===== config.mk =====
export PLATFORM = sky130hd
export DESIGN_NAME = fp16_normalize_round
export DESIGN_NICKNAME = d
export VERILOG_FILES = /design/src/rtl/fp16_pkg.sv /design/src/rtl/fp16_lzc.sv /design/src/rtl/fp16_normalize_round.sv
export SDC_FILE = /design/constraint.sdc
export NUM_CORES = 1
export LEC_CHECK = 0
export ABC_CLOCK_PERIOD_IN_PS = 7100
export BUFFER_PORTS_ARGS = -buffer_cell sky130_fd_sc_hd__buf_4
export CAP_MARGIN = 0
export CORE_ASPECT_RATIO = 2
export CORE_UTILIZATION = 35
export DETAILED_ROUTE_END_ITERATION = 12
export GPL_ROUTABILITY_DRIVEN = 0
export HOLD_SLACK_MARGIN = 0.08
export SLEW_MARGIN = 15
export SYNTH_ARGS = -nofsm -noshare
export SYNTH_HDL_FRONTEND = slang
export SYNTH_SLANG_ARGS = --single-unit
export TNS_END_PERCENT = 20

===== constraint.sdc =====
create_clock -name clk -period 7.1 [get_ports clk]
set_clock_uncertainty 0.1 [all_clocks]
set_input_delay 1.42 -clock clk [delete_from_list [all_inputs] [get_ports clk]]
set_output_delay 1.42 -clock clk [all_outputs]
set_load 0.1 [all_outputs]

===== src/rtl/fp16_pkg.sv =====
// Shared constants and types for the FP16 adder normalise/round stage.
// Optional build macro used by this slice: FP16_NR_LZC_EN.
package fp16_pkg;

    localparam int unsigned FP16_EXP_W   = 5;
    localparam int unsigned FP16_FRAC_W  = 10;
    localparam int unsigned FP16_EXP_MAX = 31;

    // Bit positions inside the raw 15-bit significand {C, H, M[9:0], G, R, S}
    localparam int unsigned BIT_C  = 14;
    localparam int unsigned BIT_H  = 13;
    localparam int unsigned BIT_M0 = 3;
    localparam int unsigned BIT_G  = 2;
    localparam int unsigned BIT_R  = 1;
    localparam int unsigned BIT_S  = 0;

    localparam logic [15:0] POS_ZERO = 16'h0000;
    localparam logic [9:0]  INF_FRAC = 10'h000;

    typedef enum logic [2:0] {
        IDLE,
        PRE,
        NORM,
        ROUND,
        DONE
    } state_t;

endpackage


===== src/rtl/fp16_lzc.sv =====
// Combinational leading-zero counter; all-zero input yields W.
// Used only when FP16_NR_LZC_EN is defined.
module fp16_lzc #(
    parameter int unsigned W = 14
) (
    input  logic [W-1:0]              data_i,
    output logic [$clog2(W+1)-1:0]    count_o
);

    localparam int unsigned CW = $clog2(W + 1);

    logic found;

    always_comb begin
        count_o = '0;
        found   = 1'b0;
        for (int unsigned i = 0; i < W; i++) begin
            if (!found) begin
                if (data_i[W-1-i]) begin
                    found = 1'b1;
                end else begin
                    count_o = count_o + CW'(1);
                end
            end
        end
    end

endmodule


===== src/rtl/fp16_normalize_round.sv =====
// FP16 adder post-add stage: renormalise the raw significand sum, round to
// nearest-even and emit a packed half. FP16_NR_LZC_EN selects one-shot normalise.
module fp16_normalize_round
    import fp16_pkg::*;
#(
    parameter int unsigned EXP_W   = FP16_EXP_W,
    parameter int unsigned FRAC_W  = FP16_FRAC_W,
    parameter int unsigned EXP_MAX = FP16_EXP_MAX
) (
    input  logic                     clk,
    input  logic                     rst_n,
    input  logic                     in_valid,
    output logic                     in_ready,
    input  logic                     in_sign,
    input  logic [EXP_W-1:0]         in_exp,
    input  logic [FRAC_W+4:0]        in_mant,
    output logic                     out_valid,
    input  logic                     out_ready,
    output logic [EXP_W+FRAC_W:0]    out_result,
    output logic                     out_inexact,
    output logic                     out_overflow
);

    localparam int unsigned MANT_W = FRAC_W + 5;
    localparam int unsigned SIG_W  = FRAC_W + 4;
    localparam int unsigned IDX_C  = MANT_W - 1;
    localparam int unsigned IDX_H  = MANT_W - 2;
    localparam int unsigned RES_W  = EXP_W + FRAC_W + 1;

    localparam logic [EXP_W:0]   EXP_ONE  = (EXP_W+1)'(1);
    localparam logic [EXP_W:0]   EXP_INF  = (EXP_W+1)'(EXP_MAX);
    localparam logic [EXP_W-1:0] EXP_ALL1 = EXP_W'(EXP_MAX);

    state_t              state_q;
    logic                sign_q;
    logic [EXP_W:0]      exp_q;
    logic [MANT_W-1:0]   mant_q;
    logic                in_ready_q;
    logic                out_valid_q;
    logic [RES_W-1:0]    result_q;
    logic                inexact_q;
    logic                overflow_q;

    logic [MANT_W-1:0]   carry_mant;
    logic [EXP_W:0]      carry_exp;
    logic [MANT_W-1:0]   norm_mant;
    logic [EXP_W:0]      norm_exp;
    logic                rnd_up;
    logic [FRAC_W+1:0]   rnd_sum;
    logic [FRAC_W:0]     rnd_sig;
    logic [EXP_W:0]      rnd_exp;
    logic [EXP_W-1:0]    rnd_exp_field;
    logic                rnd_ovf;
    logic [RES_W-1:0]    rnd_result;

    always_comb begin
        // Right shift on carry-out keeps everything below the new G as sticky
        carry_mant = {1'b0, mant_q[IDX_C:2], mant_q[BIT_R] | mant_q[BIT_S]};
        carry_exp  = exp_q + EXP_ONE;

        norm_mant  = {1'b0, mant_q[IDX_H-1:0], 1'b0};
        norm_exp   = exp_q - EXP_ONE;

        rnd_up  = mant_q[BIT_G] & (mant_q[BIT_R] | mant_q[BIT_S] | mant_q[BIT_M0]);
        rnd_sum = {1'b0, mant_q[IDX_H:BIT_M0]} + {{(FRAC_W+1){1'b0}}, rnd_up};
        rnd_sig = rnd_sum[FRAC_W+1] ? {1'b1, {FRAC_W{1'b0}}} : rnd_sum[FRAC_W:0];
        rnd_exp = rnd_sum[FRAC_W+1] ? exp_q + EXP_ONE : exp_q;
        rnd_ovf = (rnd_exp >= EXP_INF);
        // Subnormals (and subnormals that round into H) fall out of the H test
        rnd_exp_field = rnd_sig[FRAC_W] ? rnd_exp[EXP_W-1:0] : '0;
        rnd_result = rnd_ovf ? {sign_q, EXP_ALL1, INF_FRAC}
                             : {sign_q, rnd_exp_field, rnd_sig[FRAC_W-1:0]};
    end

`ifdef FP16_NR_LZC_EN
    logic [$clog2(SIG_W+1)-1:0] lzc_count;
    logic [EXP_W:0]             lzc_ext;
    logic [EXP_W:0]             exp_m1;
    logic [EXP_W:0]             lzc_shamt;
    logic [SIG_W-1:0]           lzc_sig;

    fp16_lzc #(
        .W (SIG_W)
    ) u_lzc (
        .data_i  (mant_q[IDX_H:0]),
        .count_o (lzc_count)
    );

    always_comb begin
        lzc_ext   = (EXP_W+1)'(lzc_count);
        exp_m1    = exp_q - EXP_ONE;
        lzc_shamt = (lzc_ext < exp_m1) ? lzc_ext : exp_m1;
        lzc_sig   = mant_q[IDX_H:0] << lzc_shamt;
    end
`endif

    always_ff @(posedge clk or negedge rst_n) begin
        if (!rst_n) begin
            state_q     <= IDLE;
            sign_q      <= 1'b0;
            exp_q       <= '0;
            mant_q      <= '0;
            in_ready_q  <= 1'b1;
            out_valid_q <= 1'b0;
            result_q    <= POS_ZERO;
            inexact_q   <= 1'b0;
            overflow_q  <= 1'b0;
        end else begin
            case (state_q)
                IDLE: begin
                    if (in_valid) begin
                        sign_q     <= in_sign;
                        exp_q      <= (in_exp == '0) ? EXP_ONE : {1'b0, in_exp};
                        mant_q     <= in_mant;
                        in_ready_q <= 1'b0;
                        state_q    <= PRE;
                    end
                end
                PRE: begin
                    if (mant_q == '0) begin
                        result_q   <= POS_ZERO;
                        inexact_q  <= 1'b0;
                        overflow_q <= 1'b0;
                        state_q    <= DONE;
                    end else if (mant_q[IDX_C]) begin
                        if (carry_exp == EXP_INF) begin
                            result_q   <= {sign_q, EXP_ALL1, INF_FRAC};
                            inexact_q  <= 1'b0;
                            overflow_q <= 1'b1;
                            state_q    <= DONE;
                        end else begin
                            mant_q  <= carry_mant;
                            exp_q   <= carry_exp;
                            state_q <= ROUND;
                        end
                    end else if (!mant_q[IDX_H] && (exp_q > EXP_ONE)) begin
`ifdef FP16_NR_LZC_EN
                        // One-shot normalise folded into PRE to keep the fixed latency
                        mant_q  <= {1'b0, lzc_sig};
                        exp_q   <= exp_q - lzc_shamt;
                        state_q <= ROUND;
`else
                        state_q <= NORM;
`endif
                    end else begin
                        state_q <= ROUND;
                    end
                end
                NORM: begin
                    mant_q <= norm_mant;
                    exp_q  <= norm_exp;
                    if (norm_mant[IDX_H] || (norm_exp == EXP_ONE)) begin
                        state_q <= ROUND;
                    end
                end
                ROUND: begin
                    result_q   <= rnd_result;
                    inexact_q  <= mant_q[BIT_G] | mant_q[BIT_R] | mant_q[BIT_S];
                    overflow_q <= rnd_ovf;
                    state_q    <= DONE;
                end
                DONE: begin
                    if (!out_valid_q) begin
                        out_valid_q <= 1'b1;
                    end else if (out_ready) begin
                        out_valid_q <= 1'b0;
                        in_ready_q  <= 1'b1;
                        state_q     <= IDLE;
                    end
                end
                default: begin
                    state_q    <= IDLE;
                    in_ready_q <= 1'b1;
                end
            endcase
        end
    end

    assign in_ready     = in_ready_q;
    assign out_valid    = out_valid_q;
    assign out_result   = result_q;
    assign out_inexact  = inexact_q;
    assign out_overflow = overflow_q;

endmodule


Yosys cells after proc, flatten, opt, wreduce, memory -nomap -nowiden:

Cells that the tools add are included.
Widths: inputs -> output; s select.

* register bits: 45
* bits of input ports: 25
* output and inout port bits: 20
* logic and storage cells: 93

* add/sub/neg operators: 3
* $lt $le $gt $ge: 2
* equal/unequal tests: 15
* mux-type cells: 42
* bitwise gates (word level): 6
* reductions and logical operators: 15

Operators by type and width (count)
* $mux 15: 5
* $mux 16: 3
* $pmux 15 s3: 1
* $pmux 16 s2: 1
* $mux 6: 5
* $mux 3: 7
* $pmux 6 s3: 1
* $logic_not 15->1: 1
* $pmux 3 s5: 1
* $ne 2x2->1 const B: 7
* $add 11x1->12: 1
* $mux 1: 12
* $mux 11: 1
* $mux 5: 2
* $reduce_and 4->1: 2
* $add 6x1->6 const B: 1
* $eq 3x2->1 const B: 2
* $eq 6x1->1 const B: 1
* $eq 6x5->1 const B: 1
* $ge 6x5->1 const B: 1
* $gt 6x1->1 const B: 1
* $ne 3x3->1 const B: 2
* $reduce_and 3->1: 2
* $sub 6x1->6 const B: 1
* other kinds (17): 21

Logic depth before layout (Yosys ltp):

Gate-level depths: netlist (run 1).

* word-level depth: 8
* mapped depth: 10
* mapped depth without buffers: 8

Least setup slack after synthesis (run 1):

No wires, ideal clock.

* kind: input-to-reg
* start point: input port in_valid
* end point: register mant_q[5]
* library setup time: 136 ps
* arrival: 2316 ps
* required time: 6864 ps
* slack: 4548 ps
* stages: 6
* buffers on the path: 1
* path through: o21bai_1 nor2_1 clkbuf_1 nand2_1 o211ai_1 o21ai_0

* cells in the longest elaborated chain, start to end: 2

RTL lines
* from (decl): RTL line fp16_normalize_round.sv:12 `input logic in_valid,`
* $ne 2x2->1 (no line)
* $reduce_and 5->1 (no line)
* to (signal assigned): RTL line fp16_normalize_round.sv:114 `mant_q <= in_mant;`
* to (signal assigned): RTL line fp16_normalize_round.sv:132 `mant_q <= carry_mant;`
* to (signal assigned): RTL line fp16_normalize_round.sv:150 `mant_q <= norm_mant;`
* to (decl): RTL line fp16_normalize_round.sv:37 `logic [MANT_W-1:0] mant_q;`

Every way passes these cells.
A chain may end at the register's enable or synchronous reset.

Worst setup path after layout (run 1):

* start point: register exp_q[0]
* end point: register exp_q[0]

* cells in the longest elaborated chain, start to end: 5
* elaborated cells on any way between the ends: 9
* those cells by class: add/sub: 2; eq/ne: 2; mux: 4; reduce/logical: 1

RTL lines
* from (decl): RTL line fp16_normalize_round.sv:36 `logic [EXP_W:0] exp_q;`
* from (signal assigned): RTL line fp16_normalize_round.sv:113 `exp_q <= (in_exp == '0) ? EXP_ONE : {1'b0, in_exp};`
* from (signal assigned): RTL line fp16_normalize_round.sv:133 `exp_q <= carry_exp;`
* from (signal assigned): RTL line fp16_normalize_round.sv:151 `exp_q <= norm_exp;`
* $add 6x1->6: RTL line fp16_normalize_round.sv:59 `carry_exp = exp_q + EXP_ONE;`
* $mux 6: RTL line fp16_normalize_round.sv:126 `if (carry_exp == EXP_INF) begin`
* $mux 6: RTL line fp16_normalize_round.sv:125 `end else if (mant_q[IDX_C]) begin`
* $mux 6: RTL line fp16_normalize_round.sv:120 `if (mant_q == '0) begin`
* $pmux 6 s3: RTL line fp16_normalize_round.sv:109 `case (state_q)`

Parallel ways exist; a longest one is shown, timed or not. The select of a mux whose other input is x is not followed.

==> results of run 1 <==
-- state kept, by name (all words and copies together) (netlist names) --
signal and count:
in_ready 1, exp_q 6, out_result 16, out_overflow 1, mant_q 15, out_valid 1, out_inexact 1, state_q 3
sign_q 1
-- cells by family after synthesis --
kind of cell / share of synthesized area
AO/OA/AOI/OAI: 0.246
flip-flops: 0.396
AND/OR/NAND/NOR: 0.217
adder cells (fa/ha/maj): 0.0220
XOR/XNOR: 0.0492
multiplexers: 0.0176
buffers and inverters: 0.0527
-- per-layer routing --
layer	share of wire	wire length [µm]
met1	0.37	2910
met2	0.56	4450
met3	0.025	197
met5	0	0
met4	0.041	325
-- placed cells by master (no fill, tap or decap), types with 10 or more instances in the layout --
cell type   n
buf_4      46
dfrtp_1    44
nand2_1    35
o21ai_0    22
nor2_1     15
a22oi_1    13
nor3_1     12
xnor2_1    11
a21oi_1    10
o211ai_1   10
-- per-stage QoR --
stage               setup slack (ns)  hold slack (ns)  cell area, µm²   util
finish                          4.00            0.388            3340  0.424
global route                    3.64            0.405            3340  0.424
CTS                             4.04            0.395            3340  0.424
detailed placement              4.05            0.376            3190  0.405
global placement                4.14            0.364            3190  0.405
floorplan                       4.55            0.401            2850      -
-- cell type report --
type	count	area, µm²	area share
flip-flops and latches	45	1130	0.338
inverters	6	22.5	0.00674
well taps	96	120	0.0360
multi-input cells	239	1580	0.472
repair buffers	46	345	0.103
clock buffers	8	146	0.0438
-- how the worst max path moves through the flow --
stage                         startpoint                     to  slack (ns)  cells after the start
finish              exp_q[0]$_DFFE_PN0P_   exp_q[0]$_DFFE_PN0P_        4.00                      7
floorplan                       in_valid  mant_q[5]$_DFFE_PN0P_        4.55                      6
global route        exp_q[0]$_DFFE_PN0P_   exp_q[0]$_DFFE_PN0P_        3.64                      7
detailed placement  exp_q[0]$_DFFE_PN0P_   exp_q[0]$_DFFE_PN0P_        4.05                      7
CTS                 exp_q[0]$_DFFE_PN0P_   exp_q[0]$_DFFE_PN0P_        4.04                      7
global placement    exp_q[0]$_DFFE_PN0P_   exp_q[0]$_DFFE_PN0P_        4.14                      7
==> summary.txt, run 1 <==
status: finished clean
actual slew at the worst max-slew pin: 0.967 ns
vias in the first global route: 2436
CP arrival: 3.14 ns
setup TNS: 0 ns
most frequent cell after synthesis: dfrtp_1
number of synthesized flops with an enable pin: 0
# setup viols final: 0
nets@finish: 373
placed insts: 432
first-pass GRT wire length: 12500 µm
Resize count post-CTS: 0
share of cells above drive strength 1: 0.192
hold path start: out_result[3]$_DFFE_PN0P_
Yosys top cell by area: dfrtp_1
worst-skew pair later-pin latency: 0.30 ns
CTS Buffer Depth: 2
Die Ht: 130 µm
worst hold path depth: 1
core area: 0.00789 mm²
Yosys reg bits: 45
GR Util met3: 0.0282
Startpoint Class: flop
vias: 2553
die width: 65.8 µm
Rel. slew slack: 0.353
final non-filler cell total: 440
Min-Delay Path Class: reg -> reg
Max stage delay cell, worst path: o211ai_2
fin crit period: 3.10 ns
Crit path largest cell delay: 0.81 ns
critical path cell sequence: ha_1 > xor2_1 > nand4b_1 > o211ai_2 > nand2_1 > mux2i_1 > a31oi_1
warnings from Yosys: 0
CTS clk-pin slew, worst paths: 0.07 ns
r2r setup slk: 4.00 ns
Slew Limit Fails: 0
critical path endpoint category: flop
Initial Util: 0.361
area delta synth->final: 17.3%
CP Max Fanout: 26
syn_area_per_cell: 9.01 µm²
DR vias/cell: 5.80
syn nets: 346
largest net degree at the start of global routing: 46
Yosys cell types: 56
sequential share of the synthesized area: 0.396
met1 GRT Util: 0.207
ANT nets after route: 0
setup bufs post-CTS: 0
Netlist Area Pre-Place: 0.00285 mm²
Final Hold Violating Endpoints: 0
Sink Count: 45
WL/cell: 17.9 µm
Critical R2R Capture: exp_q[0]$_DFFE_PN0P_
drt pass-1 iters: 4
initial antenna violation count: 0
Most used DFF post-synth: dfrtp_1
CTS root buffer: clkbuf_16
synth cell count leaders: dfrtp_1, nand2_1, o21ai_0
top-area cell type share of the netlist area: 0.387
Diodes inserted: 0
WS Path Type: reg -> reg
part of the cycle the worst path needs: 0.437
Critical path buffers and inverters: 0
level count of the clock H-tree: 2
cts hold-fix bufs: 0
Overflow after GRT: 0
busiest metal layer after global routing: met2
Synth area leaders: dfrtp_1, nand2_1, o21ai_0
Peak Freq: 0.322 GHz
Reg2Reg Depth: 7
Critical Path RT: 7.14 ns
number of remaining DRC errors: 0
reg2reg start: exp_q[0]$_DFFE_PN0P_
Post-Route WL: 7880 µm
Synth Instances: 316
Buffers on Ports: 44
Async SR Flop Fraction: 1.00
WHS Endpoint: out_result[3]$_DFFE_PN0P_
grt met2 use: 0.361
max_cap viols: 0
Ports: 45
number of CTS-inserted buffers: 5
RSZ-0062 raised after global routing: no
CTS tree: yes
gr usage total: 0.198
number of core rows: 46
fillers: 804
Detailed Place HPWL: 5780 µm
total die area: 0.00852 mm²
family with the most delay on the worst path: compound AO/OA/AOI/OAI gates
Initial DRC Count: 145
Power of run 1 is left out: the tool's default activity adds up to more than one toggle a clock period on the data nets, which glitch-free logic cannot reach.
==> run 2, diff against run 1 <==
--- a/config.mk
+++ b/config.mk
@@ -5,7 +5,7 @@
 export SDC_FILE = /design/constraint.sdc
 export NUM_CORES = 1
 export LEC_CHECK = 0
-export ABC_CLOCK_PERIOD_IN_PS = 7100
+export ABC_CLOCK_PERIOD_IN_PS = 3000
 export BUFFER_PORTS_ARGS = -buffer_cell sky130_fd_sc_hd__buf_4
 export CAP_MARGIN = 0
 export CORE_ASPECT_RATIO = 2
==> constraint.sdc (replaced) <==
create_clock -name clk -period 3 [get_ports clk]
set_clock_uncertainty 0.1 [all_clocks]
set_input_delay 0.6 -clock clk [delete_from_list [all_inputs] [get_ports clk]]
set_output_delay 0.6 -clock clk [all_outputs]
set_load 0.1 [all_outputs]
==> run 2 against run 1 <==
Effect of this change: die area is the same; maximum frequency grew 15%; core utilization grew 1.0 points; cell count grew 1.6%; highest routed layer unchanged.
==> summary.txt, run 2 (synthesis results as in run 1) <==
Overflow after GRT: 0 (unchanged)
Final Hold Violating Endpoints: 0 (unchanged)
Startpoint Class: flop
Ports: 45 (unchanged)
Resize count post-CTS: 0 (unchanged)
most frequent cells in the layout: buf_4, dfrtp_1, nand2_1
status: finished clean
fin crit period: 2.70 ns (-0.399 ns)
core area: 0.00789 mm² (unchanged)
met2 wire len: 4700 µm (+5.7%)
part of the cycle the worst path needs: 0.901 (+0.464)
number of core rows: 46 (unchanged)
Initial Util: 0.361 (unchanged)
WL met1: 2950 µm (+1.3%)
actual slew at the worst max-slew pin: 0.675 ns (-0.292 ns)
Sink Count: 45 (unchanged)
die width: 65.8 µm (unchanged)
Highest Signal Layer: met4
Detailed Place HPWL: 5980 µm (+3.4%)
Initial DRC Count: 164 (+13%)
Min-Delay Path Class: in -> async
WL met3: 199 µm (+1.0%)
Peak Freq: 0.370 GHz (+15%)
ANT nets after route: 0 (unchanged)
max_cap viols: 0 (unchanged)
Rel. slew slack: 0.550 (+0.197)
CTS root buffer: clkbuf_16
CP arrival: 2.77 ns (-0.37 ns)
level count of the clock H-tree: 2 (unchanged)
initial antenna violation count: 0 (unchanged)
Buffers on Ports: 44 (unchanged)
critical path endpoint category: flop
Critical Path RT: 3.07 ns (-4.07 ns)
# setup viols final: 0 (unchanged)
WS Path Type: reg -> reg
Post-DP Area: 0.00324 mm² (+1.6%)
share of cells above drive strength 1: 0.211 (+0.0190)
number of CTS-inserted buffers: 5 (unchanged)
Core Util, Final: 0.434 (+0.0102)
total die area: 0.00852 mm² (unchanged)
vias: 2555 (+0.078%)
cts hold-fix bufs: 0 (unchanged)
setup bufs post-CTS: 0 (unchanged)
largest net degree at the start of global routing: 46 (unchanged)
DR vias/cell: 5.72 (-1.5%)
area delta synth->final: 20.1%
Diodes inserted: 0 (unchanged)
RSZ-0062 raised after global routing: no
vias in the first global route: 2558 (+5.0%)
leading cell type in the layout, fill and taps excluded: buf_4
Final Cell Area: 0.00342 mm² (+2.4%)
Post-Route WL: 8050 µm (+2.2%)
Slew Limit Fails: 0 (unchanged)
CTS tree: yes
nets@finish: 380 (+1.9%)
number of remaining DRC errors: 0 (unchanged)
Die Ht: 130 µm (unchanged)
first-pass GRT wire length: 13100 µm (+4.7%)
gr usage total: 0.206 (+0.00800)
CP Max Fanout: 18 (-31%)
setup TNS: 0 ns (unchanged)
CTS clk-pin slew, worst paths: 0.06 ns (about the same)
worst-skew pair later-pin latency: 0.29 ns (about the same)
Hold WS: 0.214 ns (-0.173 ns)
max reg flops: 16 (unchanged)
CTS Buffer Depth: 2 (unchanged)
WL/cell: 18.0 µm (+0.57%)
drt pass-1 iters: 4 (unchanged)
-- run 2: cell count changes in the layout (fill, tap and decap cells not counted), sizes merged --
cell | previous run | this run
clkinvlp | 0 | 1
buf | 46 | 53
bufinv | 0 | 1
clkbuf | 8 | 6
-- run 2: layout make-up --
| type | instances | area [µm²] |
|---|---|---|
| multi-input combinational | 239 | 1580 |
| sequential | 45 | 1130 |
| clock inverter | 2 | 37.5 |
| timing repair buffer | 53 | 398 |
| fill | 768 | 4470 |
| tap | 96 | 120 |
| inverter | 6 | 22.5 |
| clock buffer | 6 | 139 |
-- run 2: path summary, 6_finish.rpt --
kind / startpoint / endpoint / slack, ns / depth (start not counted)
max reg2reg: exp_q[0]$_DFFE_PN0P_ / out_result[11]$_DFFE_PN0P_ / 0.30 / 7
min in group clk: in_ready$_DFFE_PN1P_ / in_ready$_DFFE_PN1P_ / 0.39 / 2
max in group asynchronous: rst_n / mant_q[0]$_DFFE_PN0P_ / 2.17 / 1
max: exp_q[0]$_DFFE_PN0P_ / out_result[11]$_DFFE_PN0P_ / 0.30 / 7
min: rst_n / out_result[12]$_DFFE_PN0P_ / 0.21 / 1
min reg2reg: in_ready$_DFFE_PN1P_ / in_ready$_DFFE_PN1P_ / 0.39 / 2
-- run 2: metal layers --
metal,global-route usage,vias to the layer above
met3,0.0264,11
li1,-,1241
met1,0.217,1249
met4,0.0921,0
met2,0.391,54
met5,0,-
-- run 2: critical path: stages (launching register included) --
cell and delay [ns]:
dfrtp_1 0.52, ha_1 0.32, xor2_1 0.16, nand4b_1 0.18, nor3b_2 0.33, o21ai_4 0.13
and2_1 0.39, a221o_1 0.44
-- run 2: through the flow --
step / instances / worst slack, ns
after floorplan: 316 / 0.771
after global placement: 439 / 0.413
after detailed placement: 439 / 0.309
after CTS: 447 / 0.299
after global routing: 447 / 0.0741
final: 447 / 0.298
Power of run 2 is left out for the same reason.
==> run 3, diff against run 2 <==
--- a/config.mk
+++ b/config.mk
@@ -5,8 +5,8 @@
 export SDC_FILE = /design/constraint.sdc
 export NUM_CORES = 1
 export LEC_CHECK = 0
-export ABC_CLOCK_PERIOD_IN_PS = 3000
-export BUFFER_PORTS_ARGS = -buffer_cell sky130_fd_sc_hd__buf_4
+export ABC_CLOCK_PERIOD_IN_PS = 2800
+export BUFFER_PORTS_ARGS = -buffer_cell sky130_fd_sc_hd__buf_2
 export CAP_MARGIN = 0
 export CORE_ASPECT_RATIO = 2
 export CORE_UTILIZATION = 35
==> constraint.sdc (replaced) <==
create_clock -name clk -period 2.8 [get_ports clk]
set_clock_uncertainty 0.1 [all_clocks]
set_input_delay 0.56 -clock clk [delete_from_list [all_inputs] [get_ports clk]]
set_output_delay 0.56 -clock clk [all_outputs]
set_load 0.1 [all_outputs]
==> run 3 against run 2 <==
Effect of this change: register-to-register slack about the same; final area shrank 3.6%; global-route usage fell by 0.23 points; core utilization shrank 1.6 points; first-iteration DRC count decreased by 21%; non-clock buffer count rose by 3; sequential share of layout area increased by 1.3 points; worst setup slack barely moved; critical path depth stayed put; maximum frequency rose by 8.0%; critical path type unchanged.
==> summary.txt, run 3 (synthesis results as in run 1) <==
gr usage total: 0.204 (-0.00230)
WL met1: 2940 µm (-0.20%)
worst-skew pair later-pin latency: 0.29 ns (about the same)
area delta synth->final: 15.7%
Startpoint Class: flop
initial antenna violation count: 0 (unchanged)
# setup viols final: 0 (unchanged)
CTS root buffer: clkbuf_16
reg2reg start: exp_q[0]$_DFFE_PN0P_
number of core rows: 46 (unchanged)
Detailed Place HPWL: 6190 µm (+3.6%)
Initial Util: 0.361 (unchanged)
vias in the first global route: 2441 (-4.6%)
Slew Limit Fails: 0 (unchanged)
WS Path Type: reg -> reg
core area: 0.00789 mm² (unchanged)
Rel. slew slack: 0.586 (+0.0358)
Hold WS: 0.185 ns (-0.0296 ns)
leading cell type in the layout, fill and taps excluded: buf_2
number of remaining DRC errors: 0 (unchanged)
setup TNS: 0 ns (unchanged)
Diodes inserted: 0 (unchanged)
Ports: 45 (unchanged)
fin crit period: 2.50 ns (-0.200 ns)
Sink Count: 45 (unchanged)
CTS clk-pin slew, worst paths: 0.06 ns (about the same)
Highest Signal Layer: met4
largest net degree at the start of global routing: 27 (-41%)
CP arrival: 2.57 ns (-0.20 ns)
WL/cell: 17.9 µm (-0.60%)
Die Ht: 130 µm (unchanged)
die width: 65.8 µm (unchanged)
Initial DRC Count: 129 (-21%)
part of the cycle the worst path needs: 0.894 (-0.00717)
critical path endpoint category: flop
DR vias/cell: 5.68 (-0.59%)
met2 wire len: 4670 µm (-0.72%)
Post-Route WL: 8060 µm (about the same)
level count of the clock H-tree: 2 (unchanged)
Min-Delay Path Class: in -> async
first-pass GRT wire length: 12800 µm (-2.4%)
Peak Freq: 0.400 GHz (+8.0%)
nets@finish: 383 (+0.79%)
Buffers on Ports: 44 (unchanged)
Reg2Reg Depth: 7 (unchanged)
Overflow after GRT: 0 (unchanged)
actual slew at the worst max-slew pin: 0.621 ns (-0.0537 ns)
drt pass-1 iters: 5 (+1)
share of cells above drive strength 1: 0.218 (+0.00669)
CTS tree: yes
ANT nets after route: 0 (unchanged)
CP Max Fanout: 13 (-5)
Critical Path RT: 2.87 ns (-0.20 ns)
RSZ-0062 raised after global routing: no
max_cap viols: 0 (unchanged)
r2r setup slk: 0.30 ns (about the same)
total die area: 0.00852 mm² (unchanged)
WL met3: 204 µm (+2.5%)
most frequent cells in the layout: buf_2, dfrtp_1, nand2_1
CTS Buffer Depth: 2 (unchanged)
status: finished clean
Critical R2R Capture: out_result[13]$_DFFE_PN0P_
Final Hold Violating Endpoints: 0 (unchanged)
number of CTS-inserted buffers: 5 (unchanged)
max reg flops: 16 (unchanged)
vias: 2557 (+0.078%)
run 3: cell types whose count changed in the layout (fill, tap and decap cells not counted):
cell        change
bufinv_16       -1
buf_4          -41
clkbuf_1        +1
clkbuf_8        -1
buf_2          +44
clkinv_2        +2
dfrtp_2         +1
dfrtp_1         -1
clkinvlp_4      -1
run 3: worst max-delay path by stage:
| stage | to | cells past startpoint | slack, ns | start |
|---|---|---|---|---|
| after floorplan | out_result[11]$_DFFE_PN0P_ | 8 | 0.57 | exp_q[1]$_DFFE_PN0P_ |
| after global placement | out_result[13]$_DFFE_PN0P_ | 7 | 0.31 | exp_q[0]$_DFFE_PN0P_ |
| after detailed placement | out_result[11]$_DFFE_PN0P_ | 7 | 0.22 | exp_q[0]$_DFFE_PN0P_ |
| after CTS | out_result[13]$_DFFE_PN0P_ | 7 | 0.21 | exp_q[0]$_DFFE_PN0P_ |
| after global routing | out_result[13]$_DFFE_PN0P_ | 7 | 0.08 | exp_q[1]$_DFFE_PN0P_ |
| final | out_result[13]$_DFFE_PN0P_ | 7 | 0.30 | exp_q[0]$_DFFE_PN0P_ |
run 3: cell type report:
class,count,area [µm²]
multi-input combinational,239,1580
timing repair buffer,56,310
sequential,45,1130
clock buffer,6,129
tap,96,120
inverter,6,22.5
fill,778,4590
clock inverter,2,10.0
run 3: repair_timing:
action,CTS,global route
gates resized for setup,0,1
buffers inserted,0,0
setup endpoints to repair,0,2
hold buffers,0,0
endpoints found under the hold margin,0,0
run 3: layer usage:
metal / vias up / track usage
li1: 1237 / -
met1: 1261 / 0.208
met2: 47 / 0.393
met3: 12 / 0.0220
met4: 0 / 0.0997
met5: - / 0
run 3: critical path: stages (launching register included):
cell and delay, ns:
dfrtp_2 0.47, ha_1 0.29, xor2_1 0.15, nand4b_1 0.18, nor3b_2 0.33, o21ai_4 0.13, and2_1 0.33, a221o_1 0.41
run 3: metrics by stage:
| stage | instances | worst slack, ns | utilization | instance area [µm²] |
|---|---|---|---|---|
| floorplan | 316 | 0.571 | - | 2850 |
| global placement | 442 | 0.309 | 0.400 | 3160 |
| detailed placement | 442 | 0.216 | 0.400 | 3160 |
| CTS | 450 | 0.206 | 0.418 | 3290 |
| global route | 450 | 0.0819 | 0.418 | 3300 |
| finish | 450 | 0.298 | 0.418 | 3300 |
Power of run 3 is left out for the same reason.
